`config.mk`:
```
export PLATFORM = sky130hd
export DESIGN_NAME = rx_udp_analy_core
export DESIGN_NICKNAME = d
export VERILOG_FILES = /design/src/rtl/rx_udp_analy_core.sv
export SDC_FILE = /design/constraint.sdc
export NUM_CORES = 1
export LEC_CHECK = 0
export BUFFER_PORTS_ARGS = -buffer_cell sky130_fd_sc_hd__buf_4
export CAP_MARGIN = 0
export CORE_UTILIZATION = 55
export CTS_BUF_LIST = sky130_fd_sc_hd__clkbuf_4 sky130_fd_sc_hd__clkbuf_8 sky130_fd_sc_hd__clkbuf_16
export CTS_CLUSTER_SIZE = 40
export DETAILED_ROUTE_END_ITERATION = 8
export PLACE_DENSITY = 0.77
export SYNTH_ARGS = -nofsm -noshare
export SYNTH_HDL_FRONTEND = slang
export SYNTH_SLANG_ARGS = --single-unit
export TNS_END_PERCENT = 100
```
`constraint.sdc`:
```
create_clock -name clk -period 12.5 [get_ports clk]
set_input_delay 0.625 -clock clk [delete_from_list [all_inputs] [get_ports clk]]
set_output_delay 0.625 -clock clk [all_outputs]
set_load 0.05 [all_outputs]
```
`src/rtl/rx_udp_analy_core.sv`:
```
// UDP receive analyser: strips the 8-byte UDP header, forwards the payload with a
// fixed 4-clock latency, checks the destination port and the pseudo-header checksum.
module rx_udp_analy_core #(
    parameter int DATA_W = 32,
    parameter int IP_W   = 32,
    parameter int PORT_W = 16
) (
    input  logic              clk,
    input  logic              rst,
    input  logic [IP_W-1:0]   cfg_ip_local,
    input  logic [IP_W-1:0]   cfg_ip_pc,
    input  logic [PORT_W-1:0] cfg_port_local,
    input  logic [DATA_W-1:0] din,
    input  logic              din_vld,
    input  logic              din_sop,
    input  logic              din_eop,
    input  logic [1:0]        din_mty,
    input  logic              din_err,
    output logic [DATA_W-1:0] dout,
    output logic              dout_vld,
    output logic              dout_sop,
    output logic              dout_eop,
    output logic [1:0]        dout_mty,
    output logic              dout_err,
    output logic              flag_port_local_err,
    output logic              flag_sum_err
);

    function automatic logic [DATA_W-1:0] mask_word(input logic [DATA_W-1:0] w,
                                                    input logic [1:0] mty);
        case (mty)
            2'd1:    return {w[DATA_W-1:8], 8'h00};
            2'd2:    return {w[DATA_W-1:16], 16'h0000};
            2'd3:    return {w[DATA_W-1:24], 24'h000000};
            default: return w;
        endcase
    endfunction

    function automatic logic [15:0] fold16(input logic [31:0] s);
        logic [16:0] t;
        t = {1'b0, s[15:0]} + {1'b0, s[31:16]};
        return t[15:0] + {15'd0, t[16]};
    endfunction

    logic [DATA_W-1:0] data_p0, data_p1, data_p2;
    logic              vld_p0, sop_p0, eop_p0, err_p0;
    logic [1:0]        mty_p0, mty_p1, mty_p2;
    logic              vld_p1, sop_p1, eop_p1, err_p1, ckz_p1;
    logic [15:0]       sum_p1;
    logic              port_upd_p1, port_bad_p1;
    logic              vld_p2, sop_p2, eop_p2, err_p2, sum_err_p2;
    logic              port_upd_p2, port_bad_p2;

    logic [1:0]        idx;
    logic              in_pkt;
    logic [31:0]       acc;
    logic [15:0]       ck_field;
    logic              err_acc;

    logic [DATA_W-1:0] cw;
    logic [31:0]       pseudo, halves, acc_next;
    logic [1:0]        cur_idx;
    logic              take, payload, err_next;

    assign pseudo = 32'(cfg_ip_pc[31:16]) + 32'(cfg_ip_pc[15:0])
                  + 32'(cfg_ip_local[31:16]) + 32'(cfg_ip_local[15:0]) + 32'h0000_0011;

    always_comb begin
        cw       = eop_p0 ? mask_word(data_p0, mty_p0) : data_p0;
        halves   = {16'd0, cw[31:16]} + {16'd0, cw[15:0]};
        take     = vld_p0 && (sop_p0 || in_pkt);
        cur_idx  = sop_p0 ? 2'd0 : idx;
        // udp_length enters twice: once as a pseudo-header field, once as datagram data
        acc_next = (sop_p0 ? pseudo : acc) + halves
                 + ((cur_idx == 2'd1) ? {16'd0, cw[31:16]} : 32'd0);
        err_next = (sop_p0 ? 1'b0 : err_acc) | err_p0;
        payload  = take && (cur_idx >= 2'd2);
    end

    // stage 0: input capture
    always_ff @(posedge clk or posedge rst) begin
        if (rst) begin
            data_p0 <= '0;
            vld_p0  <= 1'b0;
            sop_p0  <= 1'b0;
            eop_p0  <= 1'b0;
            mty_p0  <= 2'd0;
            err_p0  <= 1'b0;
        end else begin
            data_p0 <= din;
            vld_p0  <= din_vld;
            sop_p0  <= din_vld & din_sop;
            eop_p0  <= din_vld & din_eop;
            mty_p0  <= din_mty;
            err_p0  <= din_vld & din_err;
        end
    end

    // stage 1: header parse, checksum accumulation, payload selection
    always_ff @(posedge clk or posedge rst) begin
        if (rst) begin
            idx         <= 2'd0;
            in_pkt      <= 1'b0;
            acc         <= '0;
            ck_field    <= '0;
            err_acc     <= 1'b0;
            data_p1     <= '0;
            vld_p1      <= 1'b0;
            sop_p1      <= 1'b0;
            eop_p1      <= 1'b0;
            mty_p1      <= 2'd0;
            err_p1      <= 1'b0;
            sum_p1      <= '0;
            ckz_p1      <= 1'b0;
            port_upd_p1 <= 1'b0;
            port_bad_p1 <= 1'b0;
        end else begin
            if (take) begin
                idx     <= (cur_idx == 2'd3) ? 2'd3 : 2'(cur_idx + 2'd1);
                in_pkt  <= !eop_p0;
                acc     <= acc_next;
                err_acc <= err_next;
                if (cur_idx == 2'd1)
                    ck_field <= cw[15:0];
            end
            data_p1     <= data_p0;
            vld_p1      <= payload;
            sop_p1      <= payload && (cur_idx == 2'd2);
            eop_p1      <= payload && eop_p0;
            mty_p1      <= (payload && eop_p0) ? mty_p0 : 2'd0;
            err_p1      <= err_next;
            sum_p1      <= fold16(acc_next);
            ckz_p1      <= (ck_field == 16'h0000);
            port_upd_p1 <= take && sop_p0;
            port_bad_p1 <= (data_p0[PORT_W-1:0] != cfg_port_local);
        end
    end

    // stage 2: checksum verdict
    always_ff @(posedge clk or posedge rst) begin
        if (rst) begin
            data_p2     <= '0;
            vld_p2      <= 1'b0;
            sop_p2      <= 1'b0;
            eop_p2      <= 1'b0;
            mty_p2      <= 2'd0;
            err_p2      <= 1'b0;
            sum_err_p2  <= 1'b0;
            port_upd_p2 <= 1'b0;
            port_bad_p2 <= 1'b0;
        end else begin
            data_p2     <= data_p1;
            vld_p2      <= vld_p1;
            sop_p2      <= sop_p1;
            eop_p2      <= eop_p1;
            mty_p2      <= mty_p1;
            sum_err_p2  <= eop_p1 && !ckz_p1 && (sum_p1 != 16'hFFFF);
            err_p2      <= eop_p1 && (err_p1 || (!ckz_p1 && (sum_p1 != 16'hFFFF)));
            port_upd_p2 <= port_upd_p1;
            port_bad_p2 <= port_bad_p1;
        end
    end

    // stage 3: output registers
    always_ff @(posedge clk or posedge rst) begin
        if (rst) begin
            dout                <= '0;
            dout_vld            <= 1'b0;
            dout_sop            <= 1'b0;
            dout_eop            <= 1'b0;
            dout_mty            <= 2'd0;
            dout_err            <= 1'b0;
            flag_sum_err        <= 1'b0;
            flag_port_local_err <= 1'b0;
        end else begin
            dout         <= data_p2;
            dout_vld     <= vld_p2;
            dout_sop     <= sop_p2;
            dout_eop     <= eop_p2;
            dout_mty     <= mty_p2;
            dout_err     <= err_p2;
            flag_sum_err <= sum_err_p2;
            if (port_upd_p2)
                flag_port_local_err <= port_bad_p2;
        end
    end

endmodule

```
==> metrics.yaml <==
outcome:
  status: "complete, no violations"
synth:
  netlist.area_leader.share_pct: 46.8
  synth_commonest_cells: "dfrtp_1, nand2_1, inv_1"
  ys_seq_area_share_pct: 46.8
  syn_area_um2: 12200
  synth_edf_count: 0
  yosys_warnings: 0
  syn_avg_cell_area_um2: 11.1
  ys_types: 75
  ys_async_sr_fraction_pct: 100
  ys.flop_type: "dfrtp_1"
  yosys.area.top_type: "dfrtp_1"
  ys_seq_elements: 228
  yosysMostFrequentCell: "dfrtp_1"
  synth.area.top_cells: "dfrtp_1, fa_1, ha_1"
  syn_nets: 1351
  syn_inst: 1096
floorplan:
  pin_count: 160
  rows: 54
  dieArea_um2: 22700
  die_w_um: 151
  initial_core_util_pct: 56.0
  die_h_um: 151
  core_um2: 21800
setup_path:
  cp-endpoint: "sum_p1[15]$_DFF_PP0_"
  r2r_start: "mty_p0[0]$_DFF_PP0_"
  worstReg2RegEnd: "sum_p1[15]$_DFF_PP0_"
  end_kind: "register"
  crit_start: "cfg_ip_local[1]"
  slowest_stage: "fa_1"
  reg2reg_depth: 34
  path_buf_inv: 5
  path_class: "in2reg"
  cp.arrival_ps: 11370
  cp_max_fo: 14
  cp.required_ps: 12920
  cp_top_family: "compound AO/OA/AOI/OAI gates"
  crit_cells: 48
  slowest_delay_ps: 520
  cp-start-kind: "input port"
  reg2reg_slack_ps: 3390
place:
  portBuffers: 159
  dp_hpwl_mm: 20.0
  gp_congestion: 0.903
drt:
  num_vias: 8690
  vias_per_cell: 5.57
  drtAntennaViolNets: 0
  drc_errors: 0
  totalWireLength_mm: 27.1
  dr.first_iter.drc_count: 455
  drt_pass1_iterations: 5
  wl_per_cell_um: 17.4
cells_and_area:
  multi_input_area_um2: 6020
  regArea_um2: 5710
  nFillCells: 1646
  nets: 1522
  drive_gt1_share_pct: 19.1
  antenna_cells: 0
  area_growth_syn_to_layout_pct: 18.4
clock_tree:
  clock-sinks: 228
  cts_resized: 0
  numCtsBuffers: 22
  clkTransAtPathRegs_ps: 70
  htreeDepth: 1
  clk_latency_ps: 510
  tritoncts: "built"
  clockRootBuffer: "clkbuf_16"
  cts_buffer_depth: 3
  cts_hold_buf: 0
  post_cts_buffers: 0
timing:
  timing.final.crit_share_pct: 87.6
  hold_viol_final: 0
  rsz0062_at_grt: "no"
  maxSlewViolCount: 0
  setup_viol: 0
  min_period_ps: 10950
  relSlewSlack_pct: 29.9
  clock.fmax_mhz: 91.3
  fin_skew_ps: 17.1
  worst_pin_slew_ps: 1050
  tns_ps: 0
global_route:
  grt_overflow_total: 0
  grt_start_max_net_pins: 118
  antenna_found_initial: 0
  track_usage_pct: 24.5
  grt_pass1_vias: 8589
  grt_pass1_wl_mm: 42.7
worst_hold_path:
  hp-class: "in2async"
job:
  drv_cap: 0
[worst register-to-register path, delay by kind of cell (launching register included)]
family,cells,cell delay [ps]
AO/OA/AOI/OAI,20,4850
XOR/XNOR,1,150
adder cells (fa/ha/maj),5,1890
buffers and inverters,1,230
flip-flops,1,430
AND/OR/NAND/NOR,7,1500
[stage by stage]
step | util [%] | area (µm²) | hold slack [ps] | setup WS [ps] | cells
finish | 66.3 | 14400 | 215 | 1550 | 1560
global route | 66.3 | 14400 | 201 | 693 | 1560
CTS | 66.3 | 14400 | 204 | 1680 | 1560
detailed placement | 63.1 | 13700 | 335 | 1210 | 1523
global placement | 63.1 | 13700 | 331 | 1460 | 1523
floorplan | - | 12200 | 331 | 2040 | 1096
[logic make-up (layout without fill, tap and decap cells)]
group / after synthesis / in the layout / synth area share, %
multiplexers: 23 / 23 / 2.05
AO/OA/AOI/OAI: 201 / 201 / 11.9
adder cells (fa/ha/maj): 136 / 136 / 17.9
buffers and inverters: 124 / 308 / 3.82
flip-flops: 228 / 228 / 46.8
XOR/XNOR: 69 / 69 / 5.14
AND/OR/NAND/NOR: 315 / 315 / 12.4
[worst min-delay path by stage]
stage                          start                       to  slack (ps)  depth (start not counted)
6_report                         rst  ck_field[1]$_DFFE_PP0P_         220                          2
5_1_grt                       din[7]     data_p0[7]$_DFF_PP0_         200                          1
4_1_cts                       din[6]     data_p0[6]$_DFF_PP0_         200                          1
3_5_place_dp   data_p1[17]$_DFF_PP0_    data_p2[17]$_DFF_PP0_         330                          0
3_3_place_gp   data_p2[21]$_DFF_PP0_       dout[21]$_DFF_PP0_         330                          0
2_1_floorplan   data_p1[0]$_DFF_PP0_     data_p2[0]$_DFF_PP0_         330                          0
[area by class of cell]
cell class,instances,share of cell area (%)
clock buffers,27,4.12
clock inverters,10,0.694
inverters,103,2.73
multi-input cells,744,41.7
flip-flops and latches,228,39.5
well taps,280,2.43
repair buffers,168,8.74
[flip-flops by register name, indices dropped and copies added, names as in the netlist, 2 cells and up]
name / flops
acc: 32
ck_field: 16
data_p0: 32
data_p1: 32
data_p2: 32
dout: 32
dout_mty: 2
idx: 2
mty_p0: 2
mty_p1: 2
mty_p2: 2
sum_p1: 16
[cells in the final DEF (no fill, tap or decap), drive strengths merged, types with 27 or more instances in the layout]
cell and instances:
a21oi 40, buf 168, clkbuf 27, dfrtp 228, fa 64, ha 71, inv 101, nand2 127
nor2 52, nor3 28, o21ai 42, xnor2 38, xor2 30
[metal layers]
layer / up-vias / global-route usage [%] / wire length, µm
met4: 0 / 8.00 / 842
li1: 4112 / - / -
met5: - / 0 / 0
met1: 4291 / 32.0 / 11300
met2: 228 / 41.4 / 13400
met3: 59 / 4.49 / 1570
Power is not shown: default switching activity piles up to over one toggle a cycle in this logic, so the estimate is an artifact.
